## config.mk

```make
export PLATFORM = sky130hd
export DESIGN_NAME = serial_subtractor
export DESIGN_NICKNAME = d
export VERILOG_FILES = /design/src/rtl/serial_subtractor.sv
export SDC_FILE = /design/constraint.sdc
export NUM_CORES = 1
export LEC_CHECK = 0
export CORE_ASPECT_RATIO = 1.4
export CORE_MARGIN = 3
export CORE_UTILIZATION = 45
export CTS_CLUSTER_DIAMETER = 50
export DETAILED_ROUTE_END_ITERATION = 6
export HOLD_SLACK_MARGIN = 0.06
export MAX_ROUTING_LAYER = met4
export PLACE_DENSITY = 0.71
export SLEW_MARGIN = 20
export SYNTH_ARGS = -nofsm -noshare
export SYNTH_HDL_FRONTEND = slang
export SYNTH_SLANG_ARGS = --single-unit
export TNS_END_PERCENT = 50
```

## constraint.sdc

```tcl
create_clock -name clk -period 1.7 [get_ports clk]
set_clock_uncertainty 0.2 [all_clocks]
set_input_delay 0.255 -clock clk [delete_from_list [all_inputs] [get_ports clk]]
set_output_delay 0.255 -clock clk [all_outputs]
set_load 0.05 [all_outputs]
```

## src/rtl/serial_subtractor.sv

```systemverilog
// rtl/serial_subtractor.sv - bit-serial WIDTH-bit subtractor, LSB first, borrow flip-flop
// Optional signed-overflow output enabled by defining SERIAL_SUB_OVF_EN.
module serial_subtractor #(
   parameter int WIDTH = 8
) (
   input  logic             clk,
   input  logic             rst,
   input  logic             in_valid,
   output logic             in_ready,
   input  logic [WIDTH-1:0] in_a,
   input  logic [WIDTH-1:0] in_b,
   input  logic             in_borrow,
   output logic             out_valid,
   input  logic             out_ready,
   output logic [WIDTH-1:0] out_diff,
   output logic             out_borrow
`ifdef SERIAL_SUB_OVF_EN
   ,
   output logic             out_ovf
`endif
);

   localparam int CNT_W = $clog2(WIDTH + 1);

   typedef enum logic [1:0] {
      IDLE  = 2'd0,
      SHIFT = 2'd1,
      DONE  = 2'd2
   } state_t;

   state_t           state_q, state_d;
   logic [CNT_W-1:0] cnt_q, cnt_d;
   logic [WIDTH-1:0] a_q, a_d;
   logic [WIDTH-1:0] b_q, b_d;
   logic [WIDTH-2:0] res_q, res_d;
   logic [WIDTH-1:0] diff_q, diff_d;
   logic             br_q, br_d;
   logic             bout_q, bout_d;
`ifdef SERIAL_SUB_OVF_EN
   logic             ovf_q, ovf_d;
`endif

   logic             bit_a, bit_b, bit_d, br_next, last_bit;
   logic [WIDTH-1:0] res_full;

   // Full-subtractor cell on the current LSBs and the borrow flip-flop
   assign bit_a    = a_q[0];
   assign bit_b    = b_q[0];
   assign bit_d    = bit_a ^ bit_b ^ br_q;
   assign br_next  = (~bit_a & bit_b) | (~(bit_a ^ bit_b) & br_q);
   assign last_bit = (cnt_q == CNT_W'(WIDTH - 1));
   assign res_full = {bit_d, res_q};

   always_comb begin
      state_d = state_q;
      cnt_d   = cnt_q;
      a_d     = a_q;
      b_d     = b_q;
      res_d   = res_q;
      diff_d  = diff_q;
      br_d    = br_q;
      bout_d  = bout_q;
`ifdef SERIAL_SUB_OVF_EN
      ovf_d   = ovf_q;
`endif
      case (state_q)
         IDLE: begin
            if (in_valid) begin
               a_d     = in_a;
               b_d     = in_b;
               br_d    = in_borrow;
               cnt_d   = '0;
               state_d = SHIFT;
            end
         end
         SHIFT: begin
            res_d = res_full[WIDTH-1:1];
            a_d   = a_q >> 1;
            b_d   = b_q >> 1;
            br_d  = br_next;
            cnt_d = cnt_q + CNT_W'(1);
            // Result registers only change here, so they hold the last result elsewhere
            if (last_bit) begin
               diff_d  = res_full;
               bout_d  = br_next;
`ifdef SERIAL_SUB_OVF_EN
               ovf_d   = br_q ^ br_next;
`endif
               state_d = DONE;
            end
         end
         DONE: begin
            if (out_ready) begin
               state_d = IDLE;
            end
         end
         default: state_d = IDLE;
      endcase
   end

   always_ff @(posedge clk) begin
      if (rst) begin
         state_q <= IDLE;
         cnt_q   <= '0;
         a_q     <= '0;
         b_q     <= '0;
         res_q   <= '0;
         diff_q  <= '0;
         br_q    <= 1'b0;
         bout_q  <= 1'b0;
`ifdef SERIAL_SUB_OVF_EN
         ovf_q   <= 1'b0;
`endif
      end else begin
         state_q <= state_d;
         cnt_q   <= cnt_d;
         a_q     <= a_d;
         b_q     <= b_d;
         res_q   <= res_d;
         diff_q  <= diff_d;
         br_q    <= br_d;
         bout_q  <= bout_d;
`ifdef SERIAL_SUB_OVF_EN
         ovf_q   <= ovf_d;
`endif
      end
   end

   assign in_ready   = (state_q == IDLE) && !rst;
   assign out_valid  = (state_q == DONE);
   assign out_diff   = diff_q;
   assign out_borrow = bout_q;
`ifdef SERIAL_SUB_OVF_EN
   assign out_ovf    = ovf_q;
`endif

endmodule

```

==> results.txt, run 1 <==
----------------------------------------------------
[Min path]
  Cell count of the worst hold path ... 2
  Path class of the lowest-slack min-delay path ... flop to flop

[Yosys]
  Proportion of register bits with asynchronous set or reset after synthesis ... 0
  Top post-synthesis cells by count ... sky130_fd_sc_hd__dfxtp_1 (39), sky130_fd_sc_hd__nor2_1 (30), sky130_fd_sc_hd__nand2_1 (20), sky130_fd_sc_hd__a21oi_1 (17), sky130_fd_sc_hd__a211oi_1 (14)
  Cell count after synthesis ... 196
  Net count after synthesis ... 219
  YS warnings ... 0
  Synth area leader ... sky130_fd_sc_hd__dfxtp_1
  Share of Yosys cell area claimed by the top area cell type ... 0.469
  Sequential cell area fraction in the yosys report ... 0.469
  Most common flop cell mapped by yosys ... sky130_fd_sc_hd__dfxtp_1
  Count of flip-flops with a built-in enable after synthesis ... 0
  Library cells used by synthesis ... 30
  Most instantiated library cell after synthesis ... sky130_fd_sc_hd__dfxtp_1
  Yosys reg bits ... 39
  Netlist area before placement ... 1670 µm²
  Dominant cells by area after synthesis ... sky130_fd_sc_hd__dfxtp_1 (47%), sky130_fd_sc_hd__nor2_1 (6.8%), sky130_fd_sc_hd__a211oi_1 (6.3%), sky130_fd_sc_hd__o2bb2ai_1 (5.8%), sky130_fd_sc_hd__a21oi_1 (5.1%)
  Per-instance average area after synthesis ... 8.50 µm²

[Clock tree]
  Post-cts repair resize count ... 1
  CTS Hold Bufs ... 0
  Clock latency reported for the late side of the worst-skew pair ... 0.30 ns
  TritonCTS Buffers ... 5
  CTS tree ... done
  Clock input transition at the sequential cells of the worst setup and hold paths ... roughly 0.070 ns
  Master cell of the clock root buffer ... sky130_fd_sc_hd__clkbuf_8
  CTS H-tree lvls ... 2
  CTS sink cnt ... 39
  Buffer depth of the longest clock path ... 2
  Setup bufs post-CTS ... 0

[Run status]
  Run status ... complete, no violations

[Critical path]
  Worst endpoint data arrival time ... 1.19 ns
  Number of cells on the worst reg-to-reg path ... 4
  Kind of critical path ... flop to output pin
  Delay of the slowest cell on the worst path ... 0.35 ns
  Gate family responsible for the most delay along the worst path ... flip-flops
  Cell Chain, Critical Path ... buf_4 -> nor3_4 -> buf_12
  Max FO, Critical Path ... 8
  Critical path startpoint category ... flop
  Levels on crit path ... 3
  Data required time at the worst endpoint ... 1.24 ns
  Master of the slowest instance on the critical path ... sky130_fd_sc_hd__dfxtp_2
  Element type at the critical path end ... output pin
  Sum of buffers and inverters on the critical path ... 2

[Routing]
  Post-route DRC ... 0
  DR vias/cell ... 5.63
  First-pass iteration count of the detailed router ... 4
  Final routed wire length divided by cell count ... 14.0 µm
  Sum of routed wire length over all layers ... 3.80 mm
  Routed via count ... about 1.5k
  Violation count after the first detailed-route iteration ... 42
  Antenna violation net count after detailed routing ... 0

[Place]
  Worst Setup Slack post-DPL ... -0.0434 ns
  Number of buffers inserted by port buffering ... 31
  Final RePlAce weighted congestion ... 0.760
  Half-perimeter wire length after detailed placement ... 2.76 mm

[Layout]
  Area growth syn-to-layout ... 31.9%
  Fraction of layout cells with a size suffix above 1 ... 0.164
  Final net count ... 254
  Share of the core filled with cells ... 0.632
  Inserted Diodes ... 0

[Floorplan]
  Placement row count ... 25
  Effective utilization at floorplan ... 0.480
  IO Count ... 32
  Die boundary width ... 57.4 µm
  Area enclosed by the die boundary ... 4480 µm²
  Die Y ... 78.0 µm
  Placeable core area ... 3470 µm²

[Pwr]
  Cell leakage power ... a little over 0.8 nW
  Worst voltage drop across the vdd grid ... 0.893 mV
  Power per Cell Area ... 980 nW/µm²

[Flow run]
  Maxcap violations ... 0

[Timing]
  Final setup violation count ... 0
  Unrepaired setup endpoints after global routing ... no
  Peak Freq ... 609 MHz
  Shortest clock period the worst path allows after layout ... 1.64 ns
  Worst setup margin ... 0.0585 ns
  Slew HR ... 0.676
  Crit share post-route ... 0.966
  Final hold violations ... 0
  Slew Viols, Final ... 0
  Worst Max-Slew Pin Slew ... around 0.49 ns

[Global routing]
  Initial antenna violation count ... 0
  Global routing usage summed across all routing layers ... 0.189
  Via count of the first global-routing pass ... between 1k and 1.5k
  Maximum number of pins on one net before global-route repair ... 28
  First-pass GRT wire length ... about 6.5 mm
  Remaining global-route overflow ... 0

----------------------------------------------------
[worst paths after layout]
check	from	to	slack [ns]
setup / recovery	state_q[0]	in_ready	0.06
hold / removal	out_diff[6]	out_diff[6]	0.27
setup reg to reg	state_q[0]	b_q[2]	0.10
hold reg to reg	out_diff[6]	out_diff[6]	0.27
[layout make-up]
class                           instances  area [µm²]
Fill cell                             283        1280
Sequential cell                        39         783
Tap cell                               40        50.0
Clock inverter                          3        67.6
Timing Repair Buffer                   45         404
Clock buffer                            5        68.8
Multi-Input combinational cell        135         803
Inverter                                5        18.8
[layer usage]
| layer | vias to the layer above | share of wire | global-route usage | wire [µm] |
|---|---|---|---|---|
| li1 | 776 | - | - | - |
| met1 | 716 | 0.41 | 0.201 | 1550 |
| met2 | 33 | 0.54 | 0.336 | 2030 |
| met3 | 7 | 0.040 | 0.0449 | 152 |
| met4 | 0 | 0.016 | 0.0650 | 61 |
| met5 | - | 0 | - | 0 |
[worst register-to-register path: stages, from the launching register on]
cell	delay, ns
sky130_fd_sc_hd__dfxtp_2	0.35
sky130_fd_sc_hd__buf_4	0.17
sky130_fd_sc_hd__inv_1	0.34
sky130_fd_sc_hd__o22ai_1	0.17
sky130_fd_sc_hd__a211oi_1	0.28
[layout by cell type (no fill, tap or decap), types with 3 or more instances in the layout]
cell and n:
sky130_fd_sc_hd__clkdlybuf4s50_1 20, sky130_fd_sc_hd__o31ai_1 8, sky130_fd_sc_hd__nand3_1 10, sky130_fd_sc_hd__o2bb2ai_1 11
sky130_fd_sc_hd__inv_1 5, sky130_fd_sc_hd__nor2_1 30, sky130_fd_sc_hd__dfxtp_1 37, sky130_fd_sc_hd__buf_4 23
sky130_fd_sc_hd__a211oi_1 14, sky130_fd_sc_hd__clkbuf_8 5, sky130_fd_sc_hd__nand2_1 20, sky130_fd_sc_hd__o22ai_1 3
sky130_fd_sc_hd__a21oi_1 17
[power breakdown]
part	internal [mW]	switching [mW]
registers	0.956	0.0251
clock network	0.585	0.330
logic	0.126	0.130
[metrics by stage]
stage / instances / power [mW] / area, µm² / setup TNS, ns / hold WS, ns
floorplan: 196 / 1.15 / 1670 / -0.103 / 0.227
global placement: 264 / 1.25 / 2050 / 0 / 0.253
detailed placement: 264 / 1.26 / 2050 / -0.295 / 0.266
CTS: 272 / 2.17 / 2180 / -0.0241 / 0.278
global route: 272 / 2.25 / 2200 / 0 / 0.301
finish: 272 / 2.15 / 2200 / 0 / 0.273
[state kept, by name, summed over array words and instances (netlist names)]
register and cells:
res_q 7, out_diff 8, br_q 1, state_q 2
b_q 8, a_q 8, cnt_q 4, out_borrow 1
[logic make-up (layout without fill, tap and decap cells)]
family	after synthesis	in the layout	share of synthesized area
mux	1	1	0.00601
buf+inv	22	58	0.0556
fa+ha+maj	2	2	0.0195
flops	39	39	0.469
simple gates	67	67	0.170
compound gates	65	65	0.280
No activity file was read; power rests on OpenSTA's default activity.
==> run 2: changes to the inputs <==
--- a/config.mk
+++ b/config.mk
@@ -6,7 +6,6 @@
 export NUM_CORES = 1
 export LEC_CHECK = 0
 export CORE_ASPECT_RATIO = 1.4
-export CORE_MARGIN = 3
 export CORE_UTILIZATION = 45
 export CTS_CLUSTER_DIAMETER = 50
 export DETAILED_ROUTE_END_ITERATION = 6
==> run 2 against run 1 <==
  * Hold slack improved by 0.0022 ns
  * Worst setup slack got worse by 0.047 ns
  * Die area decreased by 12%
  * Total power decreased by 17%
  * Largest cell class unchanged
==> results.txt, run 2 (synthesis results as in run 1) <==
----------------------------------------------------
[Run status]
  Run status ... complete, no violations (unchanged)

[Floorplan]
  Placeable core area ... 3440 µm² (was 3470 µm²)
  Area enclosed by the die boundary ... 3950 µm² (was 4480 µm²)
  Die boundary width ... 53.4 µm (was 57.4 µm)
  Placement row count ... 25 (unchanged)
  Die Y ... 74.0 µm (was 78.0 µm)
  Effective utilization at floorplan ... 0.484 (was 0.480)
  IO Count ... 32 (unchanged)

[Min path]
  Source of the worst hold timing path ... out_diff[4] (was out_diff[6])
  Path class of the lowest-slack min-delay path ... flop to flop (unchanged)
  Cell count of the worst hold path ... 2 (unchanged)
  Endpoint, Worst Hold ... out_diff[4] (was out_diff[6])

[Routing]
  Routed length on met1 ... 1.49 mm (was 1.55 mm)
  DR vias/cell ... 5.76 (was 5.63)
  Routed met2 length ... 2.10 mm (was 2.03 mm)
  Antenna violation net count after detailed routing ... 0 (unchanged)
  Highest metal layer used by the detailed router ... met4 (unchanged)
  Post-route DRC ... 0 (unchanged)
  First-pass iteration count of the detailed router ... 4 (unchanged)
  Routed via count ... 1,537 (was 1,532)
  Final routed wire length divided by cell count ... 14.4 µm (was 14.0 µm)
  Violation count after the first detailed-route iteration ... 38 (was 42)
  Sum of routed wire length over all layers ... 3.83 mm (was 3.80 mm)
  WL met3 ... 188 µm (was 152 µm)

[Critical path]
  Worst endpoint data arrival time ... 1.23 ns (was 1.19 ns)
  Data required time at the worst endpoint ... 1.24 ns (about the same)
  Max FO, Critical Path ... 11 (was 8)
  Kind of critical path ... flop to output pin (unchanged)
  Critical path startpoint category ... flop (unchanged)
  Worst-case register-to-register setup slack ... 0.10 ns (about the same)
  Capture point of the worst reg-to-reg path ... b_q[6] (was b_q[2])
  Launch point of the critical path ... state_q[0] (unchanged)
  Number of cells on the worst reg-to-reg path ... 4 (unchanged)
  Element type at the critical path end ... output pin (unchanged)
  Worst R2R Start ... state_q[0] (unchanged)

[Timing]
  Slew HR ... 0.699 (was 0.676)
  Worst Max-Slew Pin Slew ... 0.452 ns (was 0.486 ns)
  Setup TNS ... 0 ns (unchanged)
  Final hold violations ... 0 (unchanged)
  Final setup violation count ... 0 (unchanged)
  Crit share post-route ... 0.993 (was 0.966)
  Unrepaired setup endpoints after global routing ... yes (was no)
  Worst hold slack across all endpoints ... 0.276 ns (was 0.273 ns)
  Shortest clock period the worst path allows after layout ... 1.69 ns (was 1.64 ns)
  Slew Viols, Final ... 0 (unchanged)
  Peak Freq ... 592 MHz (was 609 MHz)

[Global routing]
  Initial antenna violation count ... 0 (unchanged)
  First-pass GRT wire length ... 6.31 mm (was 6.52 mm)
  Global routing usage summed across all routing layers ... 0.224 (was 0.189)
  Maximum number of pins on one net before global-route repair ... 28 (unchanged)
  Remaining global-route overflow ... 0 (unchanged)
  Via count of the first global-routing pass ... 1,400 (was 1,477)

[Clock tree]
  Setup bufs post-CTS ... 0 (unchanged)
  CTS tree ... done (unchanged)
  CTS Hold Bufs ... 0 (unchanged)
  Clock input transition at the sequential cells of the worst setup and hold paths ... 0.07 ns (about the same)
  CTS H-tree lvls ... 2 (unchanged)
  Buffer depth of the longest clock path ... 2 (unchanged)
  TritonCTS Buffers ... 5 (unchanged)
  Master cell of the clock root buffer ... sky130_fd_sc_hd__clkbuf_8 (unchanged)
  CTS sink cnt ... 39 (unchanged)
  Clock latency reported for the late side of the worst-skew pair ... 0.28 ns (was 0.30 ns)

[Pwr]
  Worst voltage drop across the vdd grid ... 0.699 mV (was 0.893 mV)
  Power per Cell Area ... 840 nW/µm² (was 980 nW/µm²)
  Cell leakage power ... 0.779 nW (was 0.817 nW)

[Layout]
  Final Instance Count excl. Fillers ... 267 (was 272)
  Area growth syn-to-layout ... 28.2% (was 31.9%)
  Final Instance Area ... 2140 µm² (was 2200 µm²)
  Final net count ... 251 (was 254)
  Fill count ... 330 (was 283)
  Inserted Diodes ... 0 (unchanged)
  Most frequent standard cell in the layout excluding fill and tap cells ... sky130_fd_sc_hd__dfxtp_1 (unchanged)
  Fraction of layout cells with a size suffix above 1 ... 0.141 (was 0.164)
  Most used cells in the layout excluding fill and tap cells ... sky130_fd_sc_hd__dfxtp_1 (39), sky130_fd_sc_hd__nor2_1 (30), sky130_fd_sc_hd__nand2_1 (20), sky130_fd_sc_hd__clkdlybuf4s50_1 (20), sky130_fd_sc_hd__buf_4 (18) (was sky130_fd_sc_hd__dfxtp_1 (37), sky130_fd_sc_hd__nor2_1 (30), sky130_fd_sc_hd__buf_4 (23), sky130_fd_sc_hd__nand2_1 (20), sky130_fd_sc_hd__clkdlybuf4s50_1 (20))
  Share of the core filled with cells ... 0.621 (was 0.632)

[Place]
  Half-perimeter wire length after detailed placement ... 2.87 mm (was 2.76 mm)
  Post-placement cell count ... 261 (was 264)
  Placed instance area ... 2050 µm² (about the same)
  Number of buffers inserted by port buffering ... 31 (unchanged)
  Final RePlAce weighted congestion ... 0.810 (was 0.760)

[Flow run]
  Maxcap violations ... 0 (unchanged)

----------------------------------------------------
-- run 2: cell count changes in the layout (fill, tap and decap cells not counted), moves of 2 or more --
| cell | before | now |
|---|---|---|
| sky130_fd_sc_hd__buf_12 | 1 | 3 |
| sky130_fd_sc_hd__buf_4 | 23 | 18 |
| sky130_fd_sc_hd__bufinv_16 | 2 | 0 |
| sky130_fd_sc_hd__dfxtp_1 | 37 | 39 |
| sky130_fd_sc_hd__dfxtp_2 | 2 | 0 |
-- run 2: per-stage QoR --
stage               total power, mW  setup WS [ns]
floorplan                      1.15         -0.103
global placement               1.24         0.0160
detailed placement             1.25        -0.0570
CTS                            1.81       -0.00265
global route                   1.89        -0.0350
finish                         1.79         0.0119
-- run 2: power by group --
part           leakage, nW  switching [mW]  internal [mW]
Combinational        0.423           0.130          0.121
Clock               0.0371           0.288          0.273
Sequential           0.319          0.0267          0.956
Total                0.779           0.444           1.35
-- run 2: worst max-delay path by stage --
| stage | end | depth (start not counted) |
|---|---|---|
| floorplan | state_q[1] | 4 |
| finish | in_ready | 3 |
| CTS | in_ready | 3 |
| global route | in_ready | 3 |
| global placement | a_q[3] | 4 |
| detailed placement | a_q[6] | 4 |
-- run 2: layout make-up --
class	count	area [µm²]	share of cell area
multi-input combinational	135	807	0.378
clock buffer	6	72.6	0.0340
sequential	39	781	0.366
tap	40	50.0	0.0234
timing repair buffer	42	407	0.190
inverter	5	18.8	0.00879
-- run 2: what timing repair did --
action,in CTS,in global routing
gates resized for setup,3,1
gates cloned,0,0
endpoints found under the hold margin,0,0
endpoints found under the setup margin,2,7
-- run 2: critical path: stages (launching register included) --
cell and delay, ns:
sky130_fd_sc_hd__dfxtp_1 0.36, sky130_fd_sc_hd__buf_4 0.20, sky130_fd_sc_hd__nor3_4 0.22, sky130_fd_sc_hd__buf_12 0.16
-- run 2: per-layer routing --
| metal | vias up | track usage |
|---|---|---|
| met1 | 709 | 0.236 |
| met4 | 0 | 0.0848 |
| li1 | 768 | - |
| met2 | 54 | 0.392 |
| met3 | 6 | 0.0552 |
| met5 | - | - |
==> run 3: changes to the inputs <==
--- a/config.mk
+++ b/config.mk
@@ -5,6 +5,7 @@
 export SDC_FILE = /design/constraint.sdc
 export NUM_CORES = 1
 export LEC_CHECK = 0
+export ABC_CLOCK_PERIOD_IN_PS = 1700
 export CORE_ASPECT_RATIO = 1.4
 export CORE_UTILIZATION = 45
 export CTS_CLUSTER_DIAMETER = 50
==> results of run 3 <==
Final layout, timing and power as in run 2 (identical DEF).
